`src/rtl/nibble_serial_adder_if.sv`:
```
// Operand/result handshake bundle for the nibble-serial adder.
// The master side supplies operands and accepts results; the slave side is the adder.
interface nibble_serial_adder_if #(
  parameter int unsigned NIBBLES = 4
);
  localparam int unsigned W = 4 * NIBBLES;

  logic         in_valid;
  logic         in_ready;
  logic [W-1:0] a;
  logic [W-1:0] b;
  logic         cin;
  logic         out_valid;
  logic         out_ready;
  logic [W-1:0] sum;
  logic         cout;
  logic         overflow;

  modport master (
    output in_valid, a, b, cin, out_ready,
    input  in_ready, out_valid, sum, cout, overflow
  );

  modport slave (
    input  in_valid, a, b, cin, out_ready,
    output in_ready, out_valid, sum, cout, overflow
  );
endinterface

```
`src/rtl/nibble_serial_adder.sv`:
```
// Wide adder built from one 4-bit ripple-carry slice, one nibble per clock, LSB nibble first.
// The slice carry is registered between cycles; the result is published only when complete.
module nibble_serial_adder #(
  parameter int unsigned NIBBLES = 4
) (
  input  logic                  clk,
  input  logic                  rst,
  nibble_serial_adder_if.slave  bus
);
  localparam int unsigned W    = 4 * NIBBLES;
  localparam int unsigned IDXW = $clog2(NIBBLES);
  localparam logic [IDXW-1:0] LAST = IDXW'(NIBBLES - 1);

  typedef enum logic [1:0] {IDLE, ADD, DONE} state_t;

  state_t          state;
  logic [W-1:0]    op_a;
  logic [W-1:0]    op_b;
  logic            carry;
  logic [IDXW-1:0] idx;
  logic [W-1:0]    work;
  logic [W-1:0]    work_nxt;
  logic [W-1:0]    sum_q;
  logic            cout_q;
  logic            ovf_q;

  logic [4:0]      chain;
  logic [3:0]      slice_sum;
  logic            slice_cout;

  // The single 4-bit ripple-carry slice; operands are shifted so the active nibble sits at [3:0].
  always_comb begin
    chain     = '0;
    slice_sum = '0;
    chain[0]  = carry;
    for (int i = 0; i < 4; i++) begin
      slice_sum[i] = op_a[i] ^ op_b[i] ^ chain[i];
      chain[i+1]   = (op_a[i] & op_b[i]) | (chain[i] & (op_a[i] ^ op_b[i]));
    end
    slice_cout = chain[4];
  end

  // Working register with the current slice result merged into nibble idx.
  always_comb begin
    work_nxt = work;
    for (int n = 0; n < int'(NIBBLES); n++) begin
      if (idx == IDXW'(n)) work_nxt[4*n +: 4] = slice_sum;
    end
  end

  always_ff @(posedge clk) begin
    if (rst) begin
      state  <= IDLE;
      op_a   <= '0;
      op_b   <= '0;
      carry  <= 1'b0;
      idx    <= '0;
      work   <= '0;
      sum_q  <= '0;
      cout_q <= 1'b0;
      ovf_q  <= 1'b0;
    end else begin
      case (state)
        IDLE: begin
          if (bus.in_valid) begin
            op_a  <= bus.a;
            op_b  <= bus.b;
            carry <= bus.cin;
            idx   <= '0;
            state <= ADD;
          end
        end
        ADD: begin
          work  <= work_nxt;
          carry <= slice_cout;
          op_a  <= op_a >> 4;
          op_b  <= op_b >> 4;
          idx   <= idx + IDXW'(1);
          if (idx == LAST) begin
            // op_a[3]/op_b[3] hold the original sign bits on the final nibble.
            state  <= DONE;
            idx    <= '0;
            sum_q  <= work_nxt;
            cout_q <= slice_cout;
            ovf_q  <= op_a[3] ^ op_b[3] ^ slice_sum[3] ^ slice_cout;
          end
        end
        DONE: begin
          if (bus.out_ready) state <= IDLE;
        end
        default: state <= IDLE;
      endcase
    end
  end

  assign bus.in_ready  = (state == IDLE) && !rst;
  assign bus.out_valid = (state == DONE);
  assign bus.sum       = sum_q;
  assign bus.cout      = cout_q;
  assign bus.overflow  = ovf_q;
endmodule

```
`src/flat_wrapper.sv`:
```
// flat-port wrapper written by rule: the top's interface ports become plain ports
module nibble_serial_adder_flat 
#(
  parameter int unsigned NIBBLES = 4
)
  (clk, rst, bus_in_valid, bus_a, bus_b, bus_cin, bus_out_ready, bus_in_ready, bus_out_valid, bus_sum, bus_cout, bus_overflow);
  nibble_serial_adder_if #(.NIBBLES(NIBBLES)) bus_i ();
  input  logic clk;
  input  logic rst;
  input wire logic [$bits(bus_i.in_valid)-1:0] bus_in_valid;
  input wire logic [$bits(bus_i.a)-1:0] bus_a;
  input wire logic [$bits(bus_i.b)-1:0] bus_b;
  input wire logic [$bits(bus_i.cin)-1:0] bus_cin;
  input wire logic [$bits(bus_i.out_ready)-1:0] bus_out_ready;
  output wire logic [$bits(bus_i.in_ready)-1:0] bus_in_ready;
  output wire logic [$bits(bus_i.out_valid)-1:0] bus_out_valid;
  output wire logic [$bits(bus_i.sum)-1:0] bus_sum;
  output wire logic [$bits(bus_i.cout)-1:0] bus_cout;
  output wire logic [$bits(bus_i.overflow)-1:0] bus_overflow;
  assign bus_i.in_valid = bus_in_valid;
  assign bus_i.a = bus_a;
  assign bus_i.b = bus_b;
  assign bus_i.cin = bus_cin;
  assign bus_i.out_ready = bus_out_ready;
  assign bus_in_ready = bus_i.in_ready;
  assign bus_out_valid = bus_i.out_valid;
  assign bus_sum = bus_i.sum;
  assign bus_cout = bus_i.cout;
  assign bus_overflow = bus_i.overflow;
  nibble_serial_adder #(.NIBBLES(NIBBLES)) u_core (.clk(clk), .rst(rst), .bus(bus_i));
endmodule
```
`config.mk`:
```
export PLATFORM = sky130hd
export DESIGN_NAME = nibble_serial_adder_flat
export DESIGN_NICKNAME = d
export VERILOG_FILES = /design/src/rtl/nibble_serial_adder_if.sv /design/src/rtl/nibble_serial_adder.sv /design/src/flat_wrapper.sv
export SDC_FILE = /design/constraint.sdc
export NUM_CORES = 1
export LEC_CHECK = 0
export ABC_AREA = 1
export BUFFER_PORTS_ARGS = -buffer_cell sky130_fd_sc_hd__clkbuf_2
export CAP_MARGIN = 10
export CORE_ASPECT_RATIO = 1.75
export CORE_UTILIZATION = 59
export CTS_CLUSTER_DIAMETER = 200
export DETAILED_ROUTE_END_ITERATION = 12
export HOLD_SLACK_MARGIN = 0.06
export PLACE_DENSITY = 0.84
export SLEW_MARGIN = 15
export SYNTH_ARGS = -nofsm -noshare
export SYNTH_HDL_FRONTEND = slang
export SYNTH_SLANG_ARGS = --single-unit
export TNS_END_PERCENT = 20
```
`constraint.sdc`:
```
create_clock -name clk -period 7.1 [get_ports clk]
set_clock_uncertainty 0.15 [all_clocks]
set_input_delay 0.71 -clock clk [delete_from_list [all_inputs] [get_ports clk]]
set_output_delay 0.71 -clock clk [all_outputs]
set_load 0.02 [all_outputs]
```
Word-level counts from Yosys, hierarchy flattened
Index checks and enable logic that the tools add are counted.

storage, ports and cells
  register bits = 71
  input port bits = 37
  output and inout port bits = 20
  logic and storage cells = 65

operators by class
  add/subtract/negate cells = 1
  equal/unequal tests = 8
  multiplexer cells = 17
  bitwise operators = 22
  reductions and logical operators = 8

operators by type and width
  operator                                               count
  case mux 16 bit (2 select lines)                       2
  2-to-1 mux 16 bit                                      2
  2-to-1 mux 4 bit                                       4
  2-to-1 mux 2 bit                                       5
  bitwise XOR 1 bit                                      10
  bitwise AND 1 bit                                      8
  == test 2 bit, second input constant                   3
  case mux 2 bit (3 select lines)                        1
  == test 2 x 1 -> 1 bit, second input constant          2
  logical NOT 2 bit                                      2
  inequality test 2 bit, second input constant           2
  bitwise OR 1 bit                                       4
  case mux 2 bit (2 select lines)                        1
  AND reduction 2 bit                                    2
  AND reduction 3 bit                                    1
  adder 2 x 1 -> 2 bit, second input constant            1
  inequality test 2 x 1 -> 1 bit, second input constant  1
  case mux 1 bit (2 select lines)                        1
  nonzero test 2 bit                                     1
  logical AND 1 bit                                      1
  logical NOT 1 bit                                      1
  2-to-1 mux 1 bit                                       1

Depth between registers and ports, before layout
Gate-level depths: netlist of the first run.

  depth after elaboration = 10
  depth in mapped cells = 12
  depth with buffers taken out = 12

Least setup slack after synthesis of the first run
No wires, ideal clock.

  path type = register to register
  from = register u_core.carry
  to = register u_core.sum_q[7] (netlist: u_core.bus.sum[7])
  arrival time = 2295 ps
  required time = 6822 ps
  setup slack = 4527 ps
  cell stages (with the launch flop) = 13
  period minus slack after synthesis = 2573 ps
  cell sequence = dfxtp_1 > fa_1 > inv_1 > fa_1 > fa_1 > inv_1 > fa_1 > inv_1 > nand2_1 > o21ai_0 > nand2_1 > nand2_1 > nor2_1

on the way
  word-level cells in the longest chain between the ends = 8

RTL lines
  what                    RTL line                   text
  from (decl)             nibble_serial_adder.sv:19  logic carry;
  from (signal assigned)  nibble_serial_adder.sv:68  carry <= bus.cin;
  from (signal assigned)  nibble_serial_adder.sv:75  carry <= slice_cout;
  bitwise AND 1 bit       nibble_serial_adder.sv:38  chain[i+1] = (op_a[i] & op_b[i]) | (chain[i] & (op_a[i] ^ op_b[i]));
  bitwise OR 1 bit        nibble_serial_adder.sv:38
  bitwise AND 1 bit       nibble_serial_adder.sv:38
  bitwise OR 1 bit        nibble_serial_adder.sv:38
  bitwise AND 1 bit       nibble_serial_adder.sv:38
  bitwise OR 1 bit        nibble_serial_adder.sv:38
  bitwise XOR 1 bit       nibble_serial_adder.sv:37  slice_sum[i] = op_a[i] ^ op_b[i] ^ chain[i];
  2-to-1 mux 4 bit        nibble_serial_adder.sv:47  if (idx == IDXW'(n)) work_nxt[4*n +: 4] = slice_sum;
  to (signal assigned)    nibble_serial_adder.sv:83  sum_q <= work_nxt;
  to (decl)               nibble_serial_adder.sv:23  logic [W-1:0] sum_q;

Every way passes these cells.
A chain may end at the register's enable or synchronous reset.

Final worst setup path of the first run
  from = register u_core.state[0]
  to = output port bus_in_ready

on the way
  word-level cells in the longest chain between the ends = 2

RTL lines
  what                    RTL line                   text
  from (decl)             nibble_serial_adder.sv:16  state_t state;
  from (signal assigned)  nibble_serial_adder.sv:53  state <= IDLE;
  from (signal assigned)  nibble_serial_adder.sv:70  state <= ADD;
  from (signal assigned)  nibble_serial_adder.sv:81  state <= DONE;
  logical NOT 2 bit       nibble_serial_adder.sv:96  assign bus.in_ready = (state == IDLE) && !rst;
  logical AND 1 bit       nibble_serial_adder.sv:96
  to (decl)               flat_wrapper.sv:15         output wire logic [$bits(bus_i.in_ready)-1:0] bus_in_ready;

Every way passes these cells.

==> metrics.txt, run 1 <==
largest net degree at the start of global routing=51; final net count=547; Worst Path Max Fanout=29; clk sinks=67; Pwr Density=~230 mW/mm^2; count of boundary I/O pins=57; final worst path period share=0.398; Worst Setup SP=u_core.state[0]$_SDFFE_PP0P_; number of antenna violations at the first check in global routing=0; fmax=~0.35 GHz; Synth Area in Adders=0.0407; Setup Buffers After CTS=0; port bufs=56; P_int=580 uW; synthesized area per cell=around 7 sq um; Area contributors post-synth=dfxtp_1, nand2_1, inv_1; first-pass GRT wire length=roughly 12000 microns; CP endpoint kind=output pin; Die Y-Extent=99.4 microns; CP Launch Type=register; mux cell area share after synthesis=0; Final setup viols=0; hold_buf cts=0; Pleak=around 1.7 nW; via count=approximately 3.0k; commonest non-fill, non-tap cell in the layout=nand2_1; clk root buf=clkbuf_8; vias per std cell=about 5.3; post-synthesis instance total=~460; Slew headroom=0.216; largest family of logic cells by synthesized area=simple AND/OR/NAND/NOR gates; switching pwr=~230 uW; number of global-route vias before repair=2707; RSZ-0062 raised after global routing=no; H-tree levels=3; Comb pwr share=0.152; Initial Util=0.608; routed wire length=around 6900 microns; layout cell share with drive strength beyond 1=0.150; clk_lat worst skew=0.34 ns; RR Startpoint=u_core.op_b[0]$_SDFFE_PP0P_; drt wl/cell=approximately 12 microns; Worst VDD drop=just under 0.2 mV; status=finished, violations left; # rows=35; Reg power frac=0.513; clock-pin slew on the worst setup and hold paths=approximately 0.070 ns; Synth Register Bits=between 60 and 70; Max Cap Viol=0; sequential area share after synthesis=0.420; Post-DP HPWL=4590 microns; Synth Area in XOR/XNOR=0; Worst Hold Path Cells=2; total chip power=813 uW; Syn Nets=503; Compound-Gate Fraction of Synth Area=0.138; Final Hold Violating Endpoints=0; 1st-pass router iterations=10; TritonCTS clock tree=yes; DRC errors left=2; Mapped Area=~0.0032 sq mm; switching power share of the total=0.287; Max Slew Vio Count=0; Overall Global Routing Usage=0.261; failing checks=design-rule violations; commonest non-fill, non-tap cells in the layout=nand2_1, inv_1, dfxtp_1; Routed Antenna Nets=0; CP required=between 6 and 7 ns; Synth Area in Simple Gates=0.264; post-cts gate resize count=0; Worst Max-Slew Pin Slew=between 1 and 1.5 ns; synth unique cells=21; TNS Setup=0 ns; Critical Setup Path Class=register to output pin; FF-to-FF path depth=12; initial DRC count=167; min-delay src=u_core.bus.sum[14]$_SDFFE_PP0P_; GP Congestion=roughly 0.82; Area Growth Syn to Fin=11.7%; CTS Buf Count=9; Final Critical Period=between 2 and 3 ns; post-synth top area cell=dfxtp_1; arrival time at the worst endpoint=between 1.5 and 2 ns; grt ovf=0; synth warn=0; clock tree buffer depth=2; n_diodes=0; core area=approximately 0.0053 sq mm; die area=around 0.0057 sq mm; share of the synthesized area in the top cell type=0.420; min-delay worst type=register to register; Die Wd=approximately 58 microns; Clk network pwr share=0.335
power groups by stage:
stage                     clock, mW  sequential, mW  combinational [mW]
after floorplan                   0           0.417              0.0986
after global placement            0           0.423               0.119
after detailed placement          0           0.424               0.122
after CTS                     0.276           0.416               0.124
after global routing          0.295           0.419               0.139
final                         0.272           0.417               0.124
worst paths after layout:
kind	end	slack, ns
setup / recovery	bus_in_ready	4.27
setup reg to reg	u_core.bus.sum[11]$_SDFFE_PP0P_	4.31
hold reg to reg	u_core.bus.sum[14]$_SDFFE_PP0P_	0.29
hold / removal	u_core.bus.sum[14]$_SDFFE_PP0P_	0.29
worst max-delay path, cell delays in order (launching register included):
cell,delay [ns]
dfxtp_1,1.10
nor2_1,0.17
inv_1,0.13
nor2_1,0.05
clkbuf_2,0.18
stage by stage:
stage               hold slack (ns)   util  setup slack, ns  instance area [sq um]  std cells
floorplan                     0.294      -             4.53                   3200        458
global placement              0.280  0.649             4.42                   3410        546
detailed placement            0.284  0.649             4.31                   3410        546
CTS                           0.294  0.679             4.26                   3570        561
global route                  0.325  0.679             4.11                   3570        561
finish                        0.290  0.679             4.27                   3570        561
cell type report:
class | count | area, sq um
Sequential cell | 67 | 1340
Inverter | 78 | 295
Clock buffer | 13 | 149
Multi-Input combinational cell | 289 | 1420
Timing Repair Buffer | 57 | 288
Clock inverter | 2 | 12.5
Tap cell | 55 | 68.8
Fill cell | 467 | 1690
cells by family (layout without fill, tap and decap cells):
family                   count (synthesis)  after routing
AND/OR/NAND/NOR                        195            195
AO/OA/AOI/OAI                           86             86
flip-flops                              67             67
adder cells (fa/ha/maj)                  8              8
buffers and inverters                  102            150
per-layer routing:
| metal | up-vias | global-route usage | routed length (microns) | share of wire |
|---|---|---|---|---|
| met2 | 90 | 0.442 | 3480 | 0.51 |
| met5 | - | 0 | 0 | 0 |
| li1 | 1511 | - | - | - |
| met1 | 1344 | 0.289 | 2860 | 0.42 |
| met3 | 21 | 0.0624 | 277 | 0.040 |
| met4 | 0 | 0.152 | 238 | 0.035 |
cells in the mapped netlist:
master,instances
a21oi_1,51
buf_2,8
buf_4,4
buf_6,4
clkbuf_1,8
dfxtp_1,67
fa_1,4
ha_1,4
inv_1,77
inv_4,1
nand2_1,118
nand2_2,1
nand2_4,1
nand2_8,1
nand3_1,49
nor2_1,23
nor2_4,1
nor2_8,1
o21ai_0,26
o21ai_1,8
o21ai_4,1
sequential cells by signal, summed over array words and instances (netlist names):
signal	count
u_core.bus.overflow	1
u_core.carry	1
u_core.op_b	16
u_core.state	2
u_core.bus.sum	16
u_core.bus.cout	1
u_core.op_a	16
u_core.work	12
u_core.idx	2
No activity file was read; power rests on OpenSTA's default activity.
==> run 2: changes to the inputs <==
CORE_UTILIZATION = 55   (was 59)
PLACE_DENSITY = 0.79   (was 0.84)
clock period = 3 ns   (was 7.1 ns; I/O delays follow)
==> metrics.txt, run 2 (synthesis results as in run 1) <==
Worst R2R Setup Slack=0.22 ns (was 4.31 ns); ordered cell list for the critical path=fa_1 -> inv_1 -> fa_1 -> fa_1 -> inv_1 -> fa_1 -> inv_1 -> nand2_1 -> o21ai_0 -> nand2_1 -> nand2_1 -> nor2_1 (was nor2_1 -> inv_1 -> nor2_1 -> clkbuf_2); number of antenna violations at the first check in global routing=0 (unchanged); Slew headroom=0.444 (was 0.216); count of boundary I/O pins=57 (unchanged); grt ovf=0 (unchanged); via count=2935 (was 2966); CP Launch Type=register (unchanged); # rows=36 (was 35); Crit path max-delay family=adder cells (was flip-flops); vias per std cell=4.95 (was 5.29); final net count=557 (was 547); Pwr Density=545 mW/mm^2 (was 228 mW/mm^2); Final Critical Period=around 2.8 ns; Critical Setup Path Class=register to register (was register to output pin); clock-pin slew on the worst setup and hold paths=0.07 ns (about the same); die area=0.00613 sq mm (was 0.00573 sq mm); largest net degree at the start of global routing=34 (was 51); min-delay src=bus_out_ready (was u_core.bus.sum[14]$_SDFFE_PP0P_); Routed Antenna Nets=0 (unchanged); clock tree buffer depth=2 (unchanged); final core occ=0.667 (was 0.679); Overall Global Routing Usage=0.254 (was 0.261); reg-to-reg critical path endpoint=u_core.bus.sum[3]$_SDFFE_PP0P_ (was u_core.bus.sum[11]$_SDFFE_PP0P_); initial DRC count=136 (was 167); CP max stage cell=fa_1 (was dfxtp_1); Worst Max-Slew Pin Slew=0.830 ns (was 1.17 ns); Max Slew Vio Count=0 (unchanged); fmax=~0.36 GHz; Worst Setup SP=u_core.carry$_SDFFE_PP0P_ (was u_core.state[0]$_SDFFE_PP0P_); routed wire length=6980 microns (was 6860 microns); post-cts gate resize count=0 (unchanged); GP Congestion=0.798 (was 0.820); TNS Setup=0 ns (unchanged); Pleak=1.78 nW (was 1.72 nW); hold path endpoint=u_core.state[1]$_SDFFE_PP0P_ (was u_core.bus.sum[14]$_SDFFE_PP0P_); Final setup viols=0 (unchanged); Die Y-Extent=103 microns (was 99.4 microns); CP peak stage delay=0.45 ns (was 1.10 ns); port bufs=56 (unchanged); arrival time at the worst endpoint=2.87 ns (was 1.97 ns); CTS Buf Count=9 (unchanged); clk sinks=67 (unchanged); Post-DP HPWL=4750 microns (was 4590 microns); DRC errors left=0 (was 2); FF-to-FF path depth=12 (unchanged); status=complete, no violations (was finished, violations left); worst slack, placed=0.214 ns (was 4.31 ns); DP Area=0.00345 sq mm (was 0.00341 sq mm); number of global-route vias before repair=2718 (was 2707); first-pass GRT wire length=11500 microns (was 11600 microns); Area Growth Syn to Fin=16.5% (was 11.7%); layout cell share with drive strength beyond 1=0.157 (was 0.150); Max Cap Viol=0 (unchanged); commonest non-fill, non-tap cell in the layout=nand2_1 (unchanged); Setup Buffers After CTS=0 (unchanged); final setup margin=0.218 ns (was 4.27 ns); Initial Util=0.572 (was 0.608); clk_lat worst skew=0.35 ns (was 0.34 ns); Worst VDD drop=0.346 mV (was 0.198 mV); CP endpoint kind=register (was output pin); Fin Hold WS=0.0847 ns (was 0.290 ns); min-delay worst type=input port to register (was register to register); drt wl/cell=11.8 microns (was 12.2 microns); hold_buf cts=8 (was 0); fin area=0.00372 sq mm (was 0.00357 sq mm); n_diodes=0 (unchanged); clk root buf=clkbuf_8 (unchanged); Die Wd=59.6 microns (was 57.6 microns); final worst path period share=0.927; Worst Path Max Fanout=3 (was 29); TritonCTS clock tree=yes (unchanged); cell repeated most along the worst path=fa_1 (was nor2_1); H-tree levels=3 (unchanged); Worst Hold Path Cells=4 (was 2); 1st-pass router iterations=4 (was 10); core area=0.00559 sq mm (was 0.00526 sq mm); RR Startpoint=u_core.carry$_SDFFE_PP0P_ (was u_core.op_b[0]$_SDFFE_PP0P_); RSZ-0062 raised after global routing=no (unchanged); CP required=3.09 ns (was 6.24 ns); Bufs and invs on worst path=3 (was 2); commonest non-fill, non-tap cells in the layout=nand2_1, inv_1, dfxtp_1 (unchanged); Final Hold Violating Endpoints=0 (unchanged)
==> run 2: cell count changes in the layout (fill, tap and decap cells not counted) <==
cell           before  now
buf_4               1    3
bufinv_16           0    1
clkbuf_1            3    1
clkinv_2            1    3
dlygate4sd3_1       0    8
==> run 2: worst max path at each step <==
stage	end	slack, ns	cells past startpoint
6_report	u_core.bus.sum[3]$_SDFFE_PP0P_	0.22	12
5_1_grt	u_core.bus.sum[7]$_SDFFE_PP0P_	0.04	12
4_1_cts	u_core.bus.sum[3]$_SDFFE_PP0P_	0.20	12
3_5_place_dp	u_core.bus.sum[3]$_SDFFE_PP0P_	0.21	12
3_3_place_gp	u_core.bus.sum[11]$_SDFFE_PP0P_	0.34	12
2_1_floorplan	u_core.bus.sum[7]$_SDFFE_PP0P_	0.43	12
==> run 2: area by class of cell <==
| class | instances | area [sq um] |
|---|---|---|
| clock buffers | 11 | 141 |
| clock inverters | 5 | 52.6 |
| fillers | 549 | 1860 |
| inverters | 78 | 295 |
| multi-input cells | 289 | 1420 |
| flip-flops and latches | 67 | 1340 |
| well taps | 76 | 95.1 |
| repair buffers | 67 | 383 |
==> run 2: worst min-delay path, cell delays in order <==
cell and delay (ns):
clkbuf_2 0.08, inv_1 0.03, nand2_1 0.06, a21oi_1 0.06
==> run 2: layer usage <==
layer | GRT usage | share of wire | vias to the layer above
met5 | 0 | 0 | -
li1 | - | - | 1529
met3 | 0.0652 | 0.043 | 17
met1 | 0.255 | 0.40 | 1303
met2 | 0.467 | 0.53 | 86
met4 | 0.131 | 0.029 | 0
==> run 2: report_power, final <==
part | leakage, nW | total, mW | switching [mW] | internal (mW)
combinational | 1.13 | 0.308 | 0.189 | 0.119
sequential | 0.549 | 0.979 | 0.0340 | 0.945
clock | 0.0991 | 0.744 | 0.342 | 0.402
total | 1.78 | 2.03 | 0.565 | 1.47
==> run 2: stage by stage <==
step                instances  power, mW
detailed placement        569       1.30
global placement          569       1.29
finish                    593       2.03
floorplan                 458       1.22
global route              593       2.13
CTS                       593       2.04
